<file path="src/rtl/reg_file_mp_pkg.sv">
// Shared defaults and types for the multi-port GPR file and its scoreboard.
package reg_file_mp_pkg;
  localparam int BITS         = 32;
  localparam int NUM_REGS_DEF = 32;
  localparam int REG_AW       = $clog2(NUM_REGS_DEF);
  localparam int NUM_WP       = 2;

  // Packed view of one write port at the default geometry.
  typedef struct packed {
    logic              en;
    logic [REG_AW-1:0] addr;
    logic [BITS-1:0]   data;
  } wr_port_t;
endpackage

</file>
<file path="src/rtl/reg_file_mp_scoreboard.sv">
// Busy-bit scoreboard: one bit per register, cleared by writes, set by issue (set wins).
module reg_file_mp_scoreboard
  import reg_file_mp_pkg::*;
#(
  parameter int NUM_REGS = NUM_REGS_DEF,
  parameter int AW       = $clog2(NUM_REGS)
) (
  input  logic                clk_i,
  input  logic                rst_i,
  input  logic                set_i,
  input  logic [AW-1:0]       set_addr_i,
  input  logic [NUM_REGS-1:0] clr_i,
  output logic [NUM_REGS-1:0] busy_next_o,
  output logic                any_busy_o
);
  logic [NUM_REGS-1:0] busy_q, busy_d;
  logic                any_busy_q;

  always_comb begin
    busy_d = busy_q & ~clr_i;
    if (set_i) busy_d[set_addr_i] = 1'b1;
  end

  always_ff @(posedge clk_i) begin
    if (rst_i) begin
      busy_q     <= '0;
      any_busy_q <= 1'b0;
    end else begin
      busy_q     <= busy_d;
      any_busy_q <= |busy_d;
    end
  end

  assign busy_next_o = busy_d;
  assign any_busy_o  = any_busy_q;
endmodule

</file>
<file path="src/rtl/reg_file_mp.sv">
// Multi-port GPR file: two write ports (port 1 wins), write-first bypass on every
// read port, registered read data/busy, integrated hazard scoreboard.
module reg_file_mp
  import reg_file_mp_pkg::*;
#(
  parameter int DATA_W   = BITS,
  parameter int NUM_REGS = NUM_REGS_DEF,
  parameter int NUM_RP   = 2,
  parameter bit ZERO_REG = 1'b1,
  parameter int AW       = $clog2(NUM_REGS)
) (
  input  logic                       clk_i,
  input  logic                       rst_i,
  input  logic [NUM_RP-1:0]          rd_en_i,
  input  logic [NUM_RP*AW-1:0]       rd_addr_i,
  output logic [NUM_RP*DATA_W-1:0]   rd_data_o,
  output logic [NUM_RP-1:0]          rd_busy_o,
  input  logic [NUM_WP-1:0]          wr_en_i,
  input  logic [NUM_WP*AW-1:0]       wr_addr_i,
  input  logic [NUM_WP*DATA_W-1:0]   wr_data_i,
  input  logic                       sb_set_i,
  input  logic [AW-1:0]              sb_addr_i,
  output logic                       any_busy_o
);
  logic [DATA_W-1:0]   mem_q [NUM_REGS];
  logic [NUM_WP-1:0]   we;
  logic [AW-1:0]       wa [NUM_WP];
  logic [DATA_W-1:0]   wd [NUM_WP];
  logic [NUM_REGS-1:0] clr, busy_next;
  logic                set_ok;

  // Writes and sets aimed at a hardwired x0 are squashed here, once, for all consumers.
  always_comb begin
    clr = '0;
    for (int k = 0; k < NUM_WP; k++) begin
      wa[k] = wr_addr_i[k*AW +: AW];
      wd[k] = wr_data_i[k*DATA_W +: DATA_W];
      we[k] = wr_en_i[k] && !(ZERO_REG && (wa[k] == '0));
      if (we[k]) clr[wa[k]] = 1'b1;
    end
    set_ok = sb_set_i && !(ZERO_REG && (sb_addr_i == '0));
  end

  always_ff @(posedge clk_i) begin
    if (rst_i) begin
      for (int r = 0; r < NUM_REGS; r++) mem_q[r] <= '0;
    end else begin
      for (int k = 0; k < NUM_WP; k++)
        if (we[k]) mem_q[wa[k]] <= wd[k];
    end
  end

  reg_file_mp_scoreboard #(.NUM_REGS(NUM_REGS), .AW(AW)) u_sb (
    .clk_i       (clk_i),
    .rst_i       (rst_i),
    .set_i       (set_ok),
    .set_addr_i  (sb_addr_i),
    .clr_i       (clr),
    .busy_next_o (busy_next),
    .any_busy_o  (any_busy_o)
  );

  for (genvar i = 0; i < NUM_RP; i++) begin : g_rd
    logic [AW-1:0]     ra;
    logic [DATA_W-1:0] rd_data_d, rd_data_q;
    logic              rd_busy_d, rd_busy_q;

    assign ra = rd_addr_i[i*AW +: AW];

    always_comb begin
      rd_data_d = mem_q[ra];
      for (int k = 0; k < NUM_WP; k++)
        if (we[k] && (wa[k] == ra)) rd_data_d = wd[k];
      rd_busy_d = busy_next[ra];
      if (ZERO_REG && (ra == '0)) begin
        rd_data_d = '0;
        rd_busy_d = 1'b0;
      end
    end

    always_ff @(posedge clk_i) begin
      if (rst_i) begin
        rd_data_q <= '0;
        rd_busy_q <= 1'b0;
      end else if (rd_en_i[i]) begin
        rd_data_q <= rd_data_d;
        rd_busy_q <= rd_busy_d;
      end
    end

    assign rd_data_o[i*DATA_W +: DATA_W] = rd_data_q;
    assign rd_busy_o[i]                  = rd_busy_q;
  end
endmodule

</file>
<file path="config.mk">
export PLATFORM = sky130hd
export DESIGN_NAME = reg_file_mp
export DESIGN_NICKNAME = d
export VERILOG_FILES = /design/src/rtl/reg_file_mp_pkg.sv /design/src/rtl/reg_file_mp_scoreboard.sv /design/src/rtl/reg_file_mp.sv
export SDC_FILE = /design/constraint.sdc
export NUM_CORES = 2
export LEC_CHECK = 0
export ABC_CLOCK_PERIOD_IN_PS = 3600
export BUFFER_PORTS_ARGS = -buffer_cell sky130_fd_sc_hd__buf_2
export CELL_PAD_IN_SITES_DETAIL_PLACEMENT = 1
export CELL_PAD_IN_SITES_GLOBAL_PLACEMENT = 1
export CORE_MARGIN = 1.5
export CORE_UTILIZATION = 48
export DETAILED_ROUTE_END_ITERATION = 16
export PLACE_DENSITY_LB_ADDON = 0.1
export SETUP_SLACK_MARGIN = 0.02
export SLEW_MARGIN = 20
export SYNTH_ARGS = -nofsm -noshare
export SYNTH_HDL_FRONTEND = slang
export SYNTH_HIERARCHICAL = 1
export SYNTH_SLANG_ARGS = --single-unit
</file>
<file path="constraint.sdc">
create_clock -name clk_i -period 3.6 [get_ports clk_i]
set_input_delay 0.18 -clock clk_i [delete_from_list [all_inputs] [get_ports clk_i]]
set_output_delay 0.18 -clock clk_i [all_outputs]
set_load 0.02 [all_outputs]
</file>
==> Implementation_results.wiki <==
{| class="wikitable"
! Metric !! Value
|-
| Launching element type of the critical path || input pin
|-
| Worst setup skew after layout || 0.0194 ns
|-
| Ratio of cells with drive above 1 in the final layout || 22.4%
|-
| FF+latch count, synth || 1123
|-
| Count of yosys warnings during synthesis || 6
|-
| Maximum frequency from static timing analysis || 351 MHz
|-
| Y dimension of the die || 371 um
|-
| Cells along the critical path || dlygate4sd3_1 > buf_2 > or4_1 > o21a_1 > nand3b_1 > o21bai_1 > mux4_2 > a2111oi_0 > o21ai_0
|-
| Wire length of the first global-routing pass || 414000 um
|-
| Max clock buf depth || 3
|-
| Post-synthesis cell count || 4831
|-
| Global route overflow || 0
|-
| Starting density of the core || 48.5%
|-
| Most frequent standard cell in the layout excluding fill and tap cells || edfxtp_1
|-
| Worst slew slack as a fraction of its limit || 20.8%
|-
| Peak supply drop || 0.426 mV
|-
| Worst skew pair latency || 0.81 ns
|-
| Growth of design area from synthesis to finish || 11.5%
|-
| Maxcap violations || 0
|-
| Minimum period implied by the final worst setup slack || 2.85 ns
|-
| Net count, final || 4727
|-
| Total Die Area || 0.137 mm2
|-
| Row count || 134
|-
| Actual slew at the worst max-slew pin || 1.19 ns
|-
| Worst hold-check path type || input pin to register
|-
| Fraction of synthesis flops using an asynchronous set or reset pin || 0%
|-
| Outcome || complete, no violations
|-
| H-tree depth || 4
|-
| Average wire per standard cell || 46.3 um
|-
| Initial DRC count || 7945
|-
| Clock slew at the register clock pins of the worst setup and hold paths || 0.05 ns
|-
| Crit path max-delay family || compound AO/OA/AOI/OAI gates
|-
| Detailed-route vias per instance || 8.21
|-
| Library cell used as clock root buffer || clkbuf_16
|-
| DR vias || 53492
|-
| Setup violation total in the final timing report || 0
|-
| RSZ-0062 raised after global routing || no
|-
| Share of the clock period used by the worst path after layout || 79.1%
|-
| Worst-path fanout max || 13
|-
| Leading cell types in the layout, fill and taps excluded || edfxtp_1 (1024), a22o_1 (993), mux2i_1 (380)
|-
| Final routed DRC violation total || 0
|-
| Max-slew violation total from the final report || 0
|-
| Clock tree from TritonCTS || done
|-
| Synthesized area || 0.0649 mm2
|-
| Global routing usage summed across all routing layers || 43.3%
|-
| Num ports || 163
|-
| Setup Total Neg Slack || 0 ns
|-
| Endpoint arrival time on the critical path || 3.51 ns
|-
| Endpoints failing hold || 0
|-
| Sequential share of the synthesized area || 50.4%
|-
| Clock buffer count from CTS || 133
|-
| Multi-input logic area || 0.0297 mm2
|-
| Pin count of the biggest net entering global routing || 76
|-
| First-pass detailed-route iteration total || 8
|-
| Main flop type after synthesis || edfxtp_1
|-
| Remaining antenna violation count after routing || 0
|-
| Fin cells || 6515
|-
| CTS resizes || 0
|-
| Die W || 371 um
|-
| Delay of the slowest cell on the worst path || 0.53 ns
|-
| Unique masters post-synth || 69
|-
| Vias in the first global route || 53106
|-
| Average instance area after synthesis || 13.4 um2
|-
| Number of enable-type register cells in the synthesized netlist || 1024
|-
| Buffers and inverters on the worst path || 2
|-
| CP max stage cell || dlygate4sd3_1
|-
| Classification of the worst setup path || input pin to register
|-
| Cell leakage power || 25.0 nW
|-
| Total Routed Length || 302000 um
|-
| Antenna violations before repair || 17
|-
| Placed wire-length estimate after detailed placement || 172000 um
|-
| Power Dens Cells || 466 mW/mm2
|-
| Sequential cell area || 0.0327 mm2
|-
| Port-buffer cells || 162
|-
| GPL Wtd Cong || 0.895
|-
| Element type at the critical path end || register
|-
| Required @ worst endpoint || 4.27 ns
|-
| Fill cell instance count of the final layout || 12742
|-
| Floorplan core area || 0.134 mm2
|-
| Total instance count after detailed placement || 6257
|-
| # clock sinks || 1123
|}
[worst reg2reg max path, cell delays in order (launching register included)]
cell and delay (ns):
dfxtp_1 0.29, nor2b_1 0.14, a41o_1 0.24, mux4_2 0.46, nor2b_1 0.14, a2111oi_0 0.45, o21ai_0 0.16
[report_power, final]
| group | total, mW | internal [mW] | switching, mW |
|---|---|---|---|
| registers | 15.5 | 15.1 | 0.470 |
| logic | 4.83 | 1.66 | 3.16 |
| clock network | 13.4 | 7.64 | 5.75 |
| total | 33.7 | 24.4 | 9.38 |
[kinds of logic after synthesis]
kind of cell	count (synthesis)	synth area share, %
simple gates	387	3.54
flops	1123	50.4
xor+xnor	21	0.283
buf+inv	785	5.18
mux	726	17.9
compound gates	1788	22.7
other cells	1	0.00578
[sequential cells by signal, indices dropped and copies added (netlist names)]
name / count
mem_q: 1024
g_rd.rd_data_q: 64
g_rd.rd_busy_q: 2
u_sb/busy_q: 32
u_sb/any_busy_o: 1
[per-stage QoR]
step	total power [mW]	instance area [um2]	setup WS, ns	util (%)	hold WS, ns
finish	33.7	72400	0.751	54.1	0.0515
global route	34.3	72400	0.616	54.1	0.0752
detailed placement	20.4	68100	0.233	50.9	0.488
CTS	33.6	72400	0.865	54.1	0.00638
global placement	20.3	68100	0.275	50.9	0.519
floorplan	18.5	65000	1.04	-	0.252
[Yosys cell counts, types with 62 or more instances]
cell type	number	area [um2]
edfxtp_1	1024	30700
a22o_1	993	8700
clkbuf_1	560	2100
mux2i_1	380	3800
mux4_2	346	7790
a221oi_1	124	1090
o221ai_1	124	1090
dfxtp_1	99	1980
o21ai_0	92	460
buf_2	83	415
o22ai_1	70	438
a21o_1	69	518
nor4_1	69	432
or3_1	65	407
a21oi_1	63	315
a22oi_1	62	465
a2bb2oi_1	62	543
a311oi_1	62	543
[worst paths after layout]
check | cells past startpoint | slack [ns] | end | startpoint
max | 9 | 0.75 | g_rd[1].rd_busy_q | sb_addr_i[0]
min | 3 | 0.05 | g_rd[0].rd_data_q[14] | wr_data_i[14]
min reg2reg | 2 | 0.50 | g_rd[0].rd_busy_q | g_rd[0].rd_busy_q
max reg2reg | 6 | 1.59 | g_rd[1].rd_busy_q | u_sb/busy_q[3]
[routing by layer]
layer / routed length (um) / global-route usage (%) / vias to the layer above
met1: 107000 / 55.9 / 27649
met5: 83 / 0 / -
met4: 23300 / 29.0 / 12
met3: 40500 / 12.5 / 1195
li1: - / - / 19891
met2: 130000 / 63.3 / 4745
[timing repair]
| action | CTS | global route |
|---|---|---|
| setup buffers | 0 | 0 |
| endpoints found under the hold margin | 12 | 0 |
| hold buffers | 6 | 0 |
[final cells by class]
class / count / area share, %
Antenna cell: 10 / 0.0346
Clock buffer: 201 / 5.23
Clock inverter: 40 / 0.520
Inverter: 18 / 0.0933
Multi-Input combinational cell: 2955 / 41.0
Sequential cell: 1123 / 45.2
Tap cell: 1768 / 3.05
Timing Repair Buffer: 400 / 4.88
Note: power is estimated with default switching activity, not from simulation.
